**src/rtl/axi_mem_arbiter_pkg.sv**
```systemverilog
// axi_mem_arbiter_pkg
//   Shared definitions for the AXI memory arbiter slice.
//   Holds:
//     - the AXI channel field widths;
//     - the constant single-beat transaction attributes;
//     - the per-requester AXI IDs;
//     - the FSM state encoding and the requester/owner encoding.
package axi_mem_arbiter_pkg;

  localparam int AXI_ID_W    = 4;
  localparam int AXI_ADDR_W  = 64;
  localparam int AXI_LEN_W   = 8;
  localparam int AXI_SIZE_W  = 3;
  localparam int AXI_BURST_W = 2;
  localparam int AXI_CACHE_W = 4;
  localparam int AXI_PROT_W  = 3;
  localparam int AXI_QOS_W   = 4;
  localparam int AXI_DATA_W  = 64;
  localparam int AXI_STRB_W  = 8;
  localparam int AXI_RESP_W  = 2;

  // Single beat, 8 bytes, INCR, modifiable/non-bufferable, unprivileged.
  localparam logic [AXI_LEN_W-1:0]   AXI_LEN   = 8'd0;
  localparam logic [AXI_SIZE_W-1:0]  AXI_SIZE  = 3'b011;
  localparam logic [AXI_BURST_W-1:0] AXI_BURST = 2'b01;
  localparam logic [AXI_CACHE_W-1:0] AXI_CACHE = 4'b0010;
  localparam logic [AXI_PROT_W-1:0]  AXI_PROT  = 3'b000;
  localparam logic [AXI_QOS_W-1:0]   AXI_QOS   = 4'b0000;

  // The memory model picks the instruction or data array from the ID.
  localparam logic [AXI_ID_W-1:0] IF_ID = 4'b0001;
  localparam logic [AXI_ID_W-1:0] LS_ID = 4'b0000;

  typedef enum logic [2:0] {
    ST_IDLE  = 3'd0,
    ST_RADDR = 3'd1,
    ST_RDATA = 3'd2,
    ST_WADDR = 3'd3,
    ST_WRESP = 3'd4
  } state_e;

  typedef enum logic {
    OWNER_LS = 1'b0,
    OWNER_IF = 1'b1
  } owner_e;

endpackage

```
**src/rtl/axi_arb_grant.sv**
```systemverilog
// axi_arb_grant
//   Two-way grant generator for the IF and LS requesters.
//   Configuration macro AXI_ARB_RR_EN:
//     defined   - round robin on a tie; the loser of the last grant wins.
//                 last_grant_q updates on every grant and resets to LS.
//     undefined - fixed priority, LS always wins; purely combinational,
//                 so no clock or reset ports exist in this build.
//   Ports:
//     clk, rst    clock / synchronous active-high reset (round robin only)
//     en_i        grant allowed this cycle (arbiter idle)
//     if_valid_i  IF request pending
//     ls_valid_i  LS request pending
//     grant_if_o  IF granted this cycle
//     grant_ls_o  LS granted this cycle
module axi_arb_grant
  import axi_mem_arbiter_pkg::*;
(
`ifdef AXI_ARB_RR_EN
  input  logic clk,
  input  logic rst,
`endif
  input  logic en_i,
  input  logic if_valid_i,
  input  logic ls_valid_i,
  output logic grant_if_o,
  output logic grant_ls_o
);

`ifdef AXI_ARB_RR_EN
  owner_e last_grant_q;
  owner_e last_grant_d;

  always_comb begin
    grant_if_o   = en_i && if_valid_i && (!ls_valid_i || last_grant_q == OWNER_LS);
    grant_ls_o   = en_i && ls_valid_i && (!if_valid_i || last_grant_q == OWNER_IF);
    last_grant_d = last_grant_q;
    if (grant_if_o)      last_grant_d = OWNER_IF;
    else if (grant_ls_o) last_grant_d = OWNER_LS;
  end

  always_ff @(posedge clk) begin
    if (rst) last_grant_q <= OWNER_LS;
    else     last_grant_q <= last_grant_d;
  end
`else
  always_comb begin
    grant_ls_o = en_i && ls_valid_i;
    grant_if_o = en_i && if_valid_i && !ls_valid_i;
  end
`endif

endmodule

```
**src/rtl/axi_mem_arbiter.sv**
```systemverilog
// axi_mem_arbiter
//   Shares one AXI4 master port between the instruction-fetch (IF, read
//   only) and load/store (LS, read/write) requesters. One single-beat
//   64-bit transaction is outstanding at a time; the response is returned
//   to its owner as a one-cycle pulse with no backpressure.
//   Configuration macro AXI_ARB_RR_EN selects round-robin tie breaking
//   (see axi_arb_grant); undefined gives fixed LS priority.
//   Ports:
//     clk, rst                  clock / synchronous active-high reset
//     if_req_*_i/o, if_rsp_*_o  IF request handshake + address, response
//     ls_req_*_i/o, ls_rsp_*_o  LS request handshake + fields, response
//     m_axi_aw/w/b/ar/r_*       AXI4 master port to the memory model
module axi_mem_arbiter
  import axi_mem_arbiter_pkg::*;
(
  input  logic                   clk,
  input  logic                   rst,
  input  logic                   if_req_valid_i,
  output logic                   if_req_ready_o,
  input  logic [AXI_ADDR_W-1:0]  if_req_addr_i,
  output logic                   if_rsp_valid_o,
  output logic [31:0]            if_rsp_data_o,
  input  logic                   ls_req_valid_i,
  output logic                   ls_req_ready_o,
  input  logic                   ls_req_we_i,
  input  logic [AXI_ADDR_W-1:0]  ls_req_addr_i,
  input  logic [AXI_DATA_W-1:0]  ls_req_wdata_i,
  input  logic [AXI_STRB_W-1:0]  ls_req_wstrb_i,
  output logic                   ls_rsp_valid_o,
  output logic [AXI_DATA_W-1:0]  ls_rsp_data_o,
  output logic [AXI_ID_W-1:0]    m_axi_aw_id_o,
  output logic [AXI_ADDR_W-1:0]  m_axi_aw_addr_o,
  output logic [AXI_LEN_W-1:0]   m_axi_aw_len_o,
  output logic [AXI_SIZE_W-1:0]  m_axi_aw_size_o,
  output logic [AXI_BURST_W-1:0] m_axi_aw_burst_o,
  output logic [AXI_CACHE_W-1:0] m_axi_aw_cache_o,
  output logic [AXI_PROT_W-1:0]  m_axi_aw_prot_o,
  output logic [AXI_QOS_W-1:0]   m_axi_aw_qos_o,
  output logic                   m_axi_aw_valid_o,
  input  logic                   m_axi_aw_ready_i,
  output logic [AXI_DATA_W-1:0]  m_axi_w_data_o,
  output logic [AXI_STRB_W-1:0]  m_axi_w_strb_o,
  output logic                   m_axi_w_last_o,
  output logic                   m_axi_w_valid_o,
  input  logic                   m_axi_w_ready_i,
  input  logic [AXI_ID_W-1:0]    m_axi_b_id_i,
  input  logic [AXI_RESP_W-1:0]  m_axi_b_resp_i,
  input  logic                   m_axi_b_valid_i,
  output logic                   m_axi_b_ready_o,
  output logic [AXI_ID_W-1:0]    m_axi_ar_id_o,
  output logic [AXI_ADDR_W-1:0]  m_axi_ar_addr_o,
  output logic [AXI_LEN_W-1:0]   m_axi_ar_len_o,
  output logic [AXI_SIZE_W-1:0]  m_axi_ar_size_o,
  output logic [AXI_BURST_W-1:0] m_axi_ar_burst_o,
  output logic [AXI_CACHE_W-1:0] m_axi_ar_cache_o,
  output logic [AXI_PROT_W-1:0]  m_axi_ar_prot_o,
  output logic [AXI_QOS_W-1:0]   m_axi_ar_qos_o,
  output logic                   m_axi_ar_valid_o,
  input  logic                   m_axi_ar_ready_i,
  input  logic [AXI_ID_W-1:0]    m_axi_r_id_i,
  input  logic [AXI_DATA_W-1:0]  m_axi_r_data_i,
  input  logic [AXI_RESP_W-1:0]  m_axi_r_resp_i,
  input  logic                   m_axi_r_last_i,
  input  logic                   m_axi_r_valid_i,
  output logic                   m_axi_r_ready_o
);

  state_e                 state_q, state_d;
  owner_e                 owner_q;
  logic [AXI_ADDR_W-1:0]  addr_q;
  logic [AXI_DATA_W-1:0]  wdata_q;
  logic [AXI_STRB_W-1:0]  wstrb_q;
  logic                   aw_done_q, w_done_q;
  logic                   if_rsp_valid_q, ls_rsp_valid_q;
  logic [31:0]            if_rsp_data_q;
  logic [AXI_DATA_W-1:0]  ls_rsp_data_q;
  logic                   grant_if, grant_ls;
  logic                   r_fire, b_fire;

  // Response IDs/status are not used to route: only one transaction is in flight.
  logic unused_inputs;
  assign unused_inputs = ^{m_axi_b_id_i, m_axi_b_resp_i, m_axi_r_id_i,
                           m_axi_r_resp_i, m_axi_r_last_i};

  axi_arb_grant u_grant (
`ifdef AXI_ARB_RR_EN
    .clk        (clk),
    .rst        (rst),
`endif
    .en_i       (state_q == ST_IDLE),
    .if_valid_i (if_req_valid_i),
    .ls_valid_i (ls_req_valid_i),
    .grant_if_o (grant_if),
    .grant_ls_o (grant_ls)
  );

  assign r_fire = (state_q == ST_RDATA) && m_axi_r_valid_i;
  assign b_fire = (state_q == ST_WRESP) && m_axi_b_valid_i;

  // State and datapath registers.
  // NOTE: sequential state uses non-blocking assignments only, so every
  // register samples pre-edge values regardless of statement order.
  always_ff @(posedge clk) begin
    if (rst) begin
      // NOTE: the latched request/response registers are reset too; they
      // drive AXI and response outputs directly and must read 0 after reset.
      state_q        <= ST_IDLE;
      owner_q        <= OWNER_LS;
      addr_q         <= '0;
      wdata_q        <= '0;
      wstrb_q        <= '0;
      aw_done_q      <= 1'b0;
      w_done_q       <= 1'b0;
      if_rsp_valid_q <= 1'b0;
      ls_rsp_valid_q <= 1'b0;
      if_rsp_data_q  <= '0;
      ls_rsp_data_q  <= '0;
    end else begin
      state_q <= state_d;
      if (grant_if) begin
        owner_q <= OWNER_IF;
        addr_q  <= if_req_addr_i;
      end else if (grant_ls) begin
        owner_q <= OWNER_LS;
        addr_q  <= ls_req_addr_i;
        wdata_q <= ls_req_wdata_i;
        wstrb_q <= ls_req_wstrb_i;
      end
      // Per-channel handshake memory; cleared once WADDR is left.
      aw_done_q <= (state_d == ST_WADDR) && (aw_done_q || (m_axi_aw_valid_o && m_axi_aw_ready_i));
      w_done_q  <= (state_d == ST_WADDR) && (w_done_q  || (m_axi_w_valid_o  && m_axi_w_ready_i));
      if_rsp_valid_q <= r_fire && (owner_q == OWNER_IF);
      ls_rsp_valid_q <= (r_fire && (owner_q == OWNER_LS)) || b_fire;
      if (r_fire && owner_q == OWNER_IF) if_rsp_data_q <= m_axi_r_data_i[31:0];
      if (r_fire && owner_q == OWNER_LS) ls_rsp_data_q <= m_axi_r_data_i;
      else if (b_fire)                   ls_rsp_data_q <= '0;
    end
  end

  // Next-state logic.
  always_comb begin
    // NOTE: default assignment first so no path leaves state_d unassigned
    // (which would infer a latch).
    state_d = state_q;
    case (state_q)
      ST_IDLE: begin
        if (grant_if)      state_d = ST_RADDR;
        else if (grant_ls) state_d = ls_req_we_i ? ST_WADDR : ST_RADDR;
      end
      ST_RADDR: if (m_axi_ar_ready_i) state_d = ST_RDATA;
      ST_RDATA: if (m_axi_r_valid_i)  state_d = ST_IDLE;
      ST_WADDR: if ((aw_done_q || m_axi_aw_ready_i) && (w_done_q || m_axi_w_ready_i))
                  state_d = ST_WRESP;
      ST_WRESP: if (m_axi_b_valid_i)  state_d = ST_IDLE;
      default:  state_d = ST_IDLE;
    endcase
  end

  // Output logic.
  always_comb begin
    if_req_ready_o   = 1'b0;
    ls_req_ready_o   = 1'b0;
    m_axi_ar_valid_o = 1'b0;
    m_axi_aw_valid_o = 1'b0;
    m_axi_w_valid_o  = 1'b0;
    m_axi_r_ready_o  = 1'b0;
    m_axi_b_ready_o  = 1'b0;
    case (state_q)
      ST_IDLE: begin
        if_req_ready_o = grant_if;
        ls_req_ready_o = grant_ls;
      end
      ST_RADDR: m_axi_ar_valid_o = 1'b1;
      ST_RDATA: m_axi_r_ready_o  = 1'b1;
      ST_WADDR: begin
        m_axi_aw_valid_o = !aw_done_q;
        m_axi_w_valid_o  = !w_done_q;
      end
      ST_WRESP: m_axi_b_ready_o  = 1'b1;
      default: ;
    endcase
  end

  assign if_rsp_valid_o   = if_rsp_valid_q;
  assign if_rsp_data_o    = if_rsp_data_q;
  assign ls_rsp_valid_o   = ls_rsp_valid_q;
  assign ls_rsp_data_o    = ls_rsp_data_q;

  assign m_axi_aw_id_o    = LS_ID;
  assign m_axi_aw_addr_o  = addr_q;
  assign m_axi_aw_len_o   = AXI_LEN;
  assign m_axi_aw_size_o  = AXI_SIZE;
  assign m_axi_aw_burst_o = AXI_BURST;
  assign m_axi_aw_cache_o = AXI_CACHE;
  assign m_axi_aw_prot_o  = AXI_PROT;
  assign m_axi_aw_qos_o   = AXI_QOS;
  assign m_axi_w_data_o   = wdata_q;
  assign m_axi_w_strb_o   = wstrb_q;
  assign m_axi_w_last_o   = m_axi_w_valid_o;

  assign m_axi_ar_id_o    = (owner_q == OWNER_IF) ? IF_ID : LS_ID;
  assign m_axi_ar_addr_o  = addr_q;
  assign m_axi_ar_len_o   = AXI_LEN;
  assign m_axi_ar_size_o  = AXI_SIZE;
  assign m_axi_ar_burst_o = AXI_BURST;
  assign m_axi_ar_cache_o = AXI_CACHE;
  assign m_axi_ar_prot_o  = AXI_PROT;
  assign m_axi_ar_qos_o   = AXI_QOS;

endmodule

```
**config.mk**
```make
export PLATFORM = sky130hd
export DESIGN_NAME = axi_mem_arbiter
export DESIGN_NICKNAME = d
export VERILOG_FILES = /design/src/rtl/axi_mem_arbiter_pkg.sv /design/src/rtl/axi_arb_grant.sv /design/src/rtl/axi_mem_arbiter.sv
export SDC_FILE = /design/constraint.sdc
export NUM_CORES = 1
export LEC_CHECK = 0
export ABC_AREA = 1
export BUFFER_PORTS_ARGS = -buffer_cell sky130_fd_sc_hd__buf_2
export CAP_MARGIN = 20
export CORE_AREA = 2 2 253 255
export CTS_CLUSTER_DIAMETER = 80
export DETAILED_ROUTE_END_ITERATION = 16
export DIE_AREA = 0 0 255 257
export REMOVE_ABC_BUFFERS = 1
export SLEW_MARGIN = 10
export SYNTH_ARGS = -nofsm -noshare
export SYNTH_HDL_FRONTEND = slang
export SYNTH_SLANG_ARGS = --single-unit
export TNS_END_PERCENT = 30
```
**constraint.sdc**
```tcl
create_clock -name clk -period 1.9 [get_ports clk]
set_clock_uncertainty 0.05 [all_clocks]
set_input_delay 0.38 -clock clk [delete_from_list [all_inputs] [get_ports clk]]
set_output_delay 0.38 -clock clk [all_outputs]
set_load 0.05 [all_outputs]
```
==> results.py, run 1 <==
metrics = {
    "run_status": {
        "outcome": "complete, but fails checks",
        "violations": "setup timing",
    },
    "critical_path": {
        "cp_top_family": "flip-flops",
        "crit_buf_inv": 3,
        "startpoint_type": "flip-flop",
        "cp_slowest_cell": "dfxtp_4",
        "critPathMaxFanout": 4,
        "end_kind": "output port",
        "critPathMaxStageDelay_ns": 0.39,
        "cp_cell_sequence": "inv_2 > nor3_4 > buf_6 > buf_8",
        "worstPathArrival_ns": 1.57,
        "crit_type": "reg -> out",
        "worstPathRequired_ns": 1.47,
    },
    "clock_tree": {
        "cts_tree": "done",
        "clk_latency_ns": 0.59,
        "cts_inserted_buffers": 30,
        "clkTransAtPathRegs_ns": 0.06,
        "clockBufferDepth": 3,
        "root_buffer": "clkbuf_16",
        "clock-sinks": 240,
        "h-tree-depth": 1,
    },
    "route": {
        "routed_wl_mm": 40.91,
        "routedWlPerCell_um": 13.89,
        "drt_iter0_markers": 777,
        "ant_nets": 0,
        "dr.pass1.iters": 4,
        "drc": 0,
        "via_per_inst": 3.955,
        "vias": 11650,
    },
    "pwr": {
        "seqPwrFrac_pct": 34.2,
        "p_leak_uw": 0.007990,
        "p_int_uw": 10340,
        "power_density_nw_per_um2": 1018,
        "pwr-share-clk_pct": 34.5,
        "ir_worst_vdd_v": 0.0006323,
        "pwr-share-comb_pct": 31.4,
        "design_power_total_uw": 16820,
        "p_switching_uw": 6475,
        "netSwitchingFraction_pct": 38.50,
    },
    "grt": {
        "grt_max_degree": 87,
        "grt_pass1_vias": 10996,
        "antenna_found_initial": 0,
        "gr-total-overflow": 0,
        "grt_pass1_wl_mm": 59.83,
        "track_usage_pct": 11.39,
    },
    "logic_synthesis": {
        "synthCells": 1444,
        "syn_avg_cell_area_um2": 7.349,
        "ys_warn_count": 0,
        "seq_area_frac_synth_pct": 45.28,
        "synthDistinctLibCells": 26,
        "synth_seq_cells": 240,
        "synth_area_um2": 10610,
    },
    "sta": {
        "fin_crit_sh_pct": 105.5,
        "hold_violations": 0,
        "rsz0062_at_grt": "yes",
        "setup_ws_ns": -0.1037,
        "finalSetupViolCount": 7,
        "timing.fmax_mhz": 499.1,
        "slew_viol_final": 0,
        "period_needed_ns": 2.004,
    },
    "placed_design": {
        "gp_congestion": 0.8075,
        "dp_cells": 2731,
        "postPlaceCellArea_um2": 13720,
        "io_buffers": 580,
        "dp_hpwl_mm": 28.21,
    },
    "finish": {
        "nets": 2368,
        "area_growth_pct": 55.77,
        "drive_above_1_share_pct": 33.14,
        "layout_commonest_cell": "buf_2",
        "final_cell_mix": "buf_2, nand2_1, dfxtp_1",
        "finalNonFillerCells": 2946,
        "final_area_um2": 16530,
        "n_antenna_cell": 0,
        "fill_cells": 6830,
    },
    "die": {
        "die_area_um2": 65540,
        "rows": 92,
        "core_area_um2": 62740,
        "io_pins": 649,
        "die_w_um": 255,
        "initial_core_util_pct": 16.91,
        "die_h_um": 257,
    },
    "hold_path": {
        "min_path_type": "in -> reg",
    },
    "run": {
        "maxCapViolations": 0,
    },
}
registers in the layout (all words and copies together) (netlist names):
signal and flops:
ls_rsp_valid_o 1, m_axi_w_data_o 64, aw_done_q 1, w_done_q 1, if_rsp_valid_o 1, ls_rsp_data_o 64, if_rsp_data_o 32, m_axi_w_strb_o 8
state_q 3, owner_q 1, m_axi_ar_addr_o 64
final cells by class:
cell class	instances	area (um^2)	share of cell area [%]
clock buffer	42	845.8	5.117
tap	846	1059	6.404
inverter	107	414.1	2.505
timing repair buffer	779	5077	30.72
multi-input combinational	923	4177	25.27
sequential	240	4813	29.12
clock inverter	9	143.9	0.8705
tightest hold or removal path, cell delays in order:
cell and delay (ns):
buf_2 0.10, nand4_1 0.08, a21oi_1 0.06
timing repair:
action	CTS	global route
pin swaps	5	4
endpoints found under the hold margin	173	0
gates cloned	0	1
gates resized for setup	43	17
buffers inserted	5	3
endpoints found under the setup margin	9	49
hold buffers	155	0
worst paths after layout:
path	endpoint	startpoint	slack [ns]	cells past startpoint
setup reg to reg	m_axi_ar_addr_o[54]	state_q[1]	0.08	9
setup / recovery	m_axi_r_ready_o	state_q[1]	-0.10	4
hold reg to reg	if_rsp_data_o[20]	if_rsp_data_o[20]	0.41	2
hold / removal	ls_rsp_data_o[42]	m_axi_r_data_i[42]	0.03	3
metal layers:
| metal | vias to the layer above | global-route usage [%] | share of wire, % |
|---|---|---|---|
| li1 | 5755 | - | - |
| met1 | 5302 | 12.88 | 40 |
| met2 | 501 | 20.30 | 49 |
| met3 | 92 | 2.519 | 7.3 |
| met4 | 0 | 5.003 | 3.9 |
| met5 | - | 0 | 0 |
metrics by stage:
step           util, %  hold WS [ns]  setup TNS [ns]  setup slack, ns
3_5_place_dp     21.87        0.4019               0          0.05096
2_1_floorplan        -        0.3991         -384.54           -2.293
3_3_place_gp     21.87        0.3985               0          0.08143
5_1_grt          26.35      0.009761          -1.131          -0.1831
4_1_cts          26.19      0.002895         -0.9516          -0.1498
6_report         26.35       0.03234         -0.4443          -0.1037
synthesized netlist by cell type (all sizes together):
master  instances  area share, %
nand2         349             12
dfxtp         240             45
buf           184             12
a21oi         170            8.0
inv           107            3.8
nor2          102            3.7
nand3          95            4.6
o21ai          78            3.7
nand4          67            3.9
clkbuf         43            1.5
a31oi           2           0.12
conb            2          0.071
nor3            2           0.20
o211ai          2           0.14
and2            1          0.059
logic make-up after synthesis:
group | after synthesis | synth area share [%]
flops | 240 | 45.28
compound gates | 252 | 11.99
buf+inv | 334 | 17.78
simple gates | 616 | 24.88
other cells | 2 | 0.07077
power by group through the flow:
| stage | combinational [uW] | clock, uW | sequential [uW] |
|---|---|---|---|
| after floorplan | 1290 | 0 | 7850 |
| after global placement | 4890 | 0 | 5840 |
| after detailed placement | 4890 | 0 | 5850 |
| after CTS | 5230 | 6040 | 5750 |
| after global routing | 5620 | 6200 | 5790 |
| final | 5270 | 5800 | 5750 |
Power figures use the tool's default switching activity.
==> run 2, diff against run 1 <==
--- a/config.mk
+++ b/config.mk
@@ -8,10 +8,11 @@
 export ABC_AREA = 1
 export BUFFER_PORTS_ARGS = -buffer_cell sky130_fd_sc_hd__buf_2
 export CAP_MARGIN = 20
-export CORE_AREA = 2 2 253 255
+export CORE_AREA = 2 2 249 251
 export CTS_CLUSTER_DIAMETER = 80
 export DETAILED_ROUTE_END_ITERATION = 16
-export DIE_AREA = 0 0 255 257
+export DIE_AREA = 0 0 251 253
+export HOLD_SLACK_MARGIN = 0.05
 export REMOVE_ABC_BUFFERS = 1
 export SLEW_MARGIN = 10
 export SYNTH_ARGS = -nofsm -noshare
==> run 2 against run 1 <==
Compared with the run above:
- the run still ends with setup timing left
- combinational power rose by 0.9%
- design area rose by 1.5%
- sequential power barely moved
- global-route usage rose by 0.45 points
- flip-flop and latch count did not move
- register-to-register slack got worse by 0.02 ns
- first-iteration DRC count fell by 5.4%
- largest cell class unchanged
- clock power rose by 1%
- wire length rose by 0.55%
- worst hold slack improved by 0.058 ns
==> results.py, run 2 (synthesis gave the netlist of run 1 again) <==
metrics = {
    "sta": {
        "period_needed_ns": 1.999,
        "setup_ws_ns": -0.09914,
        "holdWs_ns": 0.09079,
        "slew_headroom_pct": 63.03,
        "fin_crit_sh_pct": 105.2,
        "hold_violations": 0,
        "slew_viol_final": 0,
        "timing.fmax_mhz": 500.2,
        "finalSetupViolCount": 6,
        "rsz0062_at_grt": "yes",
        "tightest_slew_ns": 0.5545,
    },
    "pwr": {
        "ir_worst_vdd_v": 0.0006507,
        "p_leak_uw": 0.008130,
        "power_density_nw_per_um2": 1007,
        "design_power_total_uw": 16900,
    },
    "finish": {
        "final_cell_mix": "buf_2, nand2_1, dfxtp_1",
        "drive_above_1_share_pct": 33.04,
        "nets": 2396,
        "layout_commonest_cell": "buf_2",
        "fill_cells": 6531,
        "area_growth_pct": 58.18,
        "regArea_um2": 4816,
        "n_antenna_cell": 0,
        "multi_input_area_um2": 4177,
    },
    "clock_tree": {
        "clockBufferDepth": 3,
        "cts_tree": "done",
        "root_buffer": "clkbuf_16",
        "clkTransAtPathRegs_ns": 0.06,
        "clock-sinks": 240,
        "clk_latency_ns": 0.58,
        "h-tree-depth": 1,
        "cts_inserted_buffers": 28,
    },
    "hold_path": {
        "min_delay_worst_endpoint": "m_axi_ar_addr_o[6]",
        "min_path_type": "in -> reg",
        "hold_path_depth": 5,
        "min_from": "if_req_addr_i[6]",
    },
    "die": {
        "die_area_um2": 63500,
        "die_h_um": 253,
        "die_w_um": 251,
        "initial_core_util_pct": 17.39,
        "rows": 91,
        "io_pins": 649,
        "core_area_um2": 61030,
    },
    "critical_path": {
        "worstPathRequired_ns": 1.47,
        "regToRegStartpoint": "state_q[1]",
        "startpoint_type": "flip-flop",
        "crit_type": "reg -> out",
        "worstPathArrival_ns": 1.57,
        "end_kind": "output port",
        "critPathMaxFanout": 4,
        "reg2reg_to": "if_rsp_data_o[30]",
        "ff2ff_setup_slack_ns": 0.06,
        "rr_worst_depth": 9,
    },
    "grt": {
        "grt_pass1_wl_mm": 60.86,
        "grt_pass1_vias": 10936,
        "grt_max_degree": 102,
        "antenna_found_initial": 0,
        "track_usage_pct": 11.84,
        "gr-total-overflow": 0,
    },
    "placed_design": {
        "gp_congestion": 0.7732,
        "dp_hpwl_mm": 28.01,
        "io_buffers": 580,
        "place_ws_ns": 0.1532,
    },
    "route": {
        "vias": 11677,
        "ant_nets": 0,
        "drt_iter0_markers": 735,
        "dr.pass1.iters": 5,
        "via_per_inst": 3.998,
        "drc": 0,
        "routedWlPerCell_um": 14.08,
        "routed_wl_mm": 41.14,
    },
    "run": {
        "maxCapViolations": 0,
    },
    "run_status": {
        "outcome": "complete, but fails checks",
        "violations": "setup timing",
    },
}
run 2: changes by cell type in the layout (fill, tap and decap cells not counted), moves of 3 or more:
cell,change
dlygate4sd3_1,+27
clkbuf_1,-4
clkinv_2,+4
o21ai_0,+4
o21ai_1,-4
clkbuf_16,-3
run 2: report_power, final:
group | switching (uW) | leakage (uW) | internal [uW] | total, uW
registers | 281 | 0.00196 | 5440 | 5720
clock network | 2280 | 0.000495 | 3580 | 5860
logic | 3870 | 0.00567 | 1450 | 5320
run 2: critical path, stage by stage (launching register included):
cell,delay (ns)
dfxtp_4,0.39
nand2_2,0.08
nor2_4,0.10
inv_2,0.07
nor2_4,0.09
buf_4,0.12
buf_8,0.13
run 2: metrics by stage:
stage,instances,setup TNS (ns),utilization (%),area (um^2)
finish,2921,-0.4281,27.50,16780
global route,2921,-2.836,27.50,16780
CTS,2914,-1.057,27.35,16690
detailed placement,2672,0,22.38,13660
global placement,2672,0,22.38,13660
floorplan,1270,-384.54,-,9325
run 2: final cells by class:
class | instances | share of cell area [%]
Timing Repair Buffer | 809 | 32.02
Sequential cell | 240 | 28.69
Clock inverter | 16 | 1.364
Tap cell | 790 | 5.889
Clock buffer | 36 | 4.652
Inverter | 107 | 2.497
Multi-Input combinational cell | 923 | 24.88
run 2: worst max-delay path by stage:
stage / start / end / slack (ns) / cells past startpoint
after detailed placement: state_q[0] / m_axi_w_data_o[16] / 0.15 / 6
after global placement: state_q[0] / m_axi_w_data_o[47] / 0.15 / 6
final: state_q[1] / m_axi_w_last_o / -0.1 / 6
after floorplan: state_q[1] / ls_rsp_data_o[0] / -2.29 / 5
after global routing: state_q[1] / m_axi_r_ready_o / -0.18 / 4
after CTS: state_q[1] / m_axi_w_valid_o / -0.20 / 6
run 2: what timing repair did:
action,4_1_cts,5_1_grt
setup buffers,7,7
resized for setup,39,13
hold endpoints to repair,199,0
endpoints found under the setup margin,9,99
pin swaps,6,6
hold buffers,182,0
gates cloned,1,0
run 2: layer usage:
layer  track usage [%]  wire length (um)  up-vias
li1                  -                 -     5814
met1             14.02             16790     5300
met2             20.36             19690      474
met3             2.539              2883       89
met4             5.629              1772        0
met5                 0                 0        -
==> run 3, diff against run 2 <==
--- a/config.mk
+++ b/config.mk
@@ -8,14 +8,16 @@
 export ABC_AREA = 1
 export BUFFER_PORTS_ARGS = -buffer_cell sky130_fd_sc_hd__buf_2
 export CAP_MARGIN = 20
-export CORE_AREA = 2 2 249 251
+export CORE_AREA = 2 2 253 255
 export CTS_CLUSTER_DIAMETER = 80
 export DETAILED_ROUTE_END_ITERATION = 16
-export DIE_AREA = 0 0 251 253
+export DIE_AREA = 0 0 255 257
 export HOLD_SLACK_MARGIN = 0.05
 export REMOVE_ABC_BUFFERS = 1
+export SKIP_CTS_REPAIR_TIMING = 1
 export SLEW_MARGIN = 10
 export SYNTH_ARGS = -nofsm -noshare
 export SYNTH_HDL_FRONTEND = slang
+export SYNTH_HIERARCHICAL = 1
 export SYNTH_SLANG_ARGS = --single-unit
 export TNS_END_PERCENT = 30
==> constraint.sdc (replaced) <==
create_clock -name clk -period 2.1 [get_ports clk]
set_clock_uncertainty 0.05 [all_clocks]
set_input_delay 0.42 -clock clk [delete_from_list [all_inputs] [get_ports clk]]
set_output_delay 0.42 -clock clk [all_outputs]
set_load 0.05 [all_outputs]
==> run 3 against run 2 <==
Compared with the run above:
- the flow still finishes with violations (setup timing)
- register-to-register slack is essentially flat
- clock-buffer cell count grew 3
- worst setup slack lost 0.024 ns
- final cell count shrank 3.3%
- first-iteration DRC count grew 15%
- wire length grew 24%
- highest routed layer is now met5
==> results.py, run 3 <==
metrics = {
    "pwr": {
        "design_power_total_uw": 21760,
        "p_leak_uw": 0.008090,
        "power_density_nw_per_um2": 1370,
        "ir_worst_vdd_v": 0.0006291,
    },
    "route": {
        "routedWlPerCell_um": 18.11,
        "ant_nets": 0,
        "via_per_inst": 4.070,
        "drt_iter0_markers": 845,
        "drc": 0,
        "dr.pass1.iters": 5,
        "vias": 11494,
        "routed_wl_mm": 51.13,
    },
    "sta": {
        "slew_headroom_pct": 61.87,
        "tightest_slew_ns": 0.5699,
        "setup_ws_ns": -0.1227,
        "fin_crit_sh_pct": 105.8,
        "hold_violations": 0,
        "rsz0062_at_grt": "yes",
        "finalSetupViolCount": 2,
        "period_needed_ns": 2.223,
        "slew_viol_final": 0,
        "timing.fmax_mhz": 449.9,
    },
    "hold_path": {
        "min_delay_worst_endpoint": "m_axi_w_data_o[54]",
        "min_from": "ls_req_wdata_i[54]",
        "hold_path_depth": 3,
        "min_path_type": "in -> reg",
    },
    "logic_synthesis": {
        "synth_edf_count": 0,
        "syn_avg_cell_area_um2": 7.424,
        "synth_seq_cells": 240,
        "synth.most_common_cell": "nand2_1",
        "synth_top_cell_by_area": "dfxtp_1",
        "synthDistinctLibCells": 20,
        "muxShareOfSynthArea_pct": 0,
        "seq_area_frac_synth_pct": 46.33,
        "async_reset_ff_share_pct": 0,
        "synth-simple-area-share_pct": 26.61,
        "ys_top_cells_by_count": "nand2_1, dfxtp_1, nor2_1",
        "yosys-top-cells-area": "dfxtp_1, nand2_1, buf_4, nor2_1, nand4_1",
        "ys.flop_type": "dfxtp_1",
        "synth_compound_area_share_pct": 10.93,
        "synth_area_um2": 10370,
        "synthAdderAreaFrac_pct": 0,
        "synthCells": 1397,
        "yosysTopAreaCellShare_pct": 46.33,
        "synth_top_family_by_area": "simple AND/OR/NAND/NOR gates",
        "ys_warn_count": 6,
        "synth_xor_area_share_pct": 0,
    },
    "die": {
        "io_pins": 649,
        "die_w_um": 255,
        "core_area_um2": 62740,
        "initial_core_util_pct": 16.53,
        "die_h_um": 257,
        "rows": 92,
        "die_area_um2": 65540,
    },
    "critical_path": {
        "crit_type": "reg -> out",
        "regToRegStartpoint": "state_q[1]",
        "worstPathArrival_ns": 1.75,
        "ff2ff_setup_slack_ns": 0.05,
        "startpoint_type": "flip-flop",
        "critPathMaxFanout": 4,
        "rr_worst_depth": 14,
        "worstPathRequired_ns": 1.63,
        "reg2reg_to": "m_axi_w_data_o[56]",
        "end_kind": "output port",
    },
    "run_status": {
        "violations": "setup timing",
        "outcome": "complete, but fails checks",
    },
    "finish": {
        "drive_above_1_share_pct": 38.20,
        "regArea_um2": 4807,
        "finalNonFillerCells": 2824,
        "fill_cells": 6954,
        "final_area_um2": 15880,
        "multi_input_area_um2": 4220,
        "area_growth_pct": 53.15,
        "nets": 2240,
        "layout_commonest_cell": "buf_2",
        "final_cell_mix": "buf_2, nand2_1, dfxtp_1",
    },
    "run": {
        "maxCapViolations": 0,
    },
    "placed_design": {
        "dp_hpwl_mm": 39.17,
        "postPlaceCellArea_um2": 13960,
        "io_buffers": 580,
        "gp_congestion": 0.8270,
        "dp_cells": 2709,
    },
    "grt": {
        "grt_pass1_wl_mm": 67.68,
        "grt_max_degree": 102,
        "track_usage_pct": 13.92,
        "grt_pass1_vias": 10247,
        "antenna_found_initial": 16,
        "gr-total-overflow": 0,
    },
    "clock_tree": {
        "cts_inserted_buffers": 29,
        "clock-sinks": 240,
        "cts_tree": "done",
        "clk_latency_ns": 0.56,
        "clkTransAtPathRegs_ns": 0.06,
        "root_buffer": "clkbuf_16",
        "clockBufferDepth": 3,
        "h-tree-depth": 1,
    },
}
==> run 3: how the worst max path moves through the flow <==
| stage | start | endpoint | slack, ns | cells after the start |
|---|---|---|---|---|
| detailed placement | state_q[0] | m_axi_w_data_o[61] | 0.12 | 14 |
| global route | state_q[1] | if_req_ready_o | -0.24 | 9 |
| finish | state_q[1] | if_req_ready_o | -0.12 | 9 |
| floorplan | state_q[0] | m_axi_w_data_o[0] | -4.79 | 9 |
| CTS | state_q[0] | if_req_ready_o | -0.43 | 9 |
| global placement | state_q[0] | m_axi_w_data_o[61] | 0.13 | 14 |
==> run 3: final cells by class <==
cell class,instances,area share (%)
Sequential cell,240,30.26
Timing Repair Buffer,705,27.58
Clock buffer,39,5.183
Multi-Input combinational cell,897,26.57
Clock inverter,13,1.725
Antenna cell,4,0.06302
Tap cell,846,6.664
Inverter,80,1.954
==> run 3: stage by stage <==
stage / utilization, % / hold WS, ns / setup TNS, ns / setup WS [ns]
2_1_floorplan: - / 0.4391 / -815.17 / -4.792
3_3_place_gp: 22.26 / 0.3960 / 0 / 0.1269
3_5_place_dp: 22.26 / 0.3992 / 0 / 0.1188
4_1_cts: 24.00 / -0.009972 / -1.078 / -0.4304
5_1_grt: 25.32 / 0.05038 / -2.940 / -0.2440
6_report: 25.32 / 0.04460 / -0.2057 / -0.1227
==> run 3: cells by family (layout without fill, tap and decap cells) <==
| kind of cell | Yosys count | in the layout |
|---|---|---|
| buffers and inverters | 313 | 837 |
| AO/OA/AOI/OAI | 209 | 209 |
| flip-flops | 240 | 240 |
| other | 2 | 59 |
| AND/OR/NAND/NOR | 633 | 633 |
==> run 3: where the power goes <==
group	internal, uW	switching [uW]	total, uW
Sequential	5360	511	5870
Clock	3710	2050	5770
Combinational	2680	7440	10100
==> run 3: metal layers <==
layer	share of wire, %	global-route usage (%)	routed length, um	vias to the layer above
met5	0.17	0	86	-
met4	4.7	6.238	2414	12
met3	8.0	4.036	4068	104
met2	51	25.72	25910	559
met1	36	14.35	18650	5275
li1	-	-	-	5544
==> run 3: critical path: stages (launching register included) <==
cell and delay (ns):
dfxtp_2 0.34, inv_2 0.06, nand2_2 0.06, nor2_1 0.10, buf_4 0.16, nand2_4 0.06
nor2_4 0.12, inv_2 0.06, nor2_4 0.09, buf_8 0.15
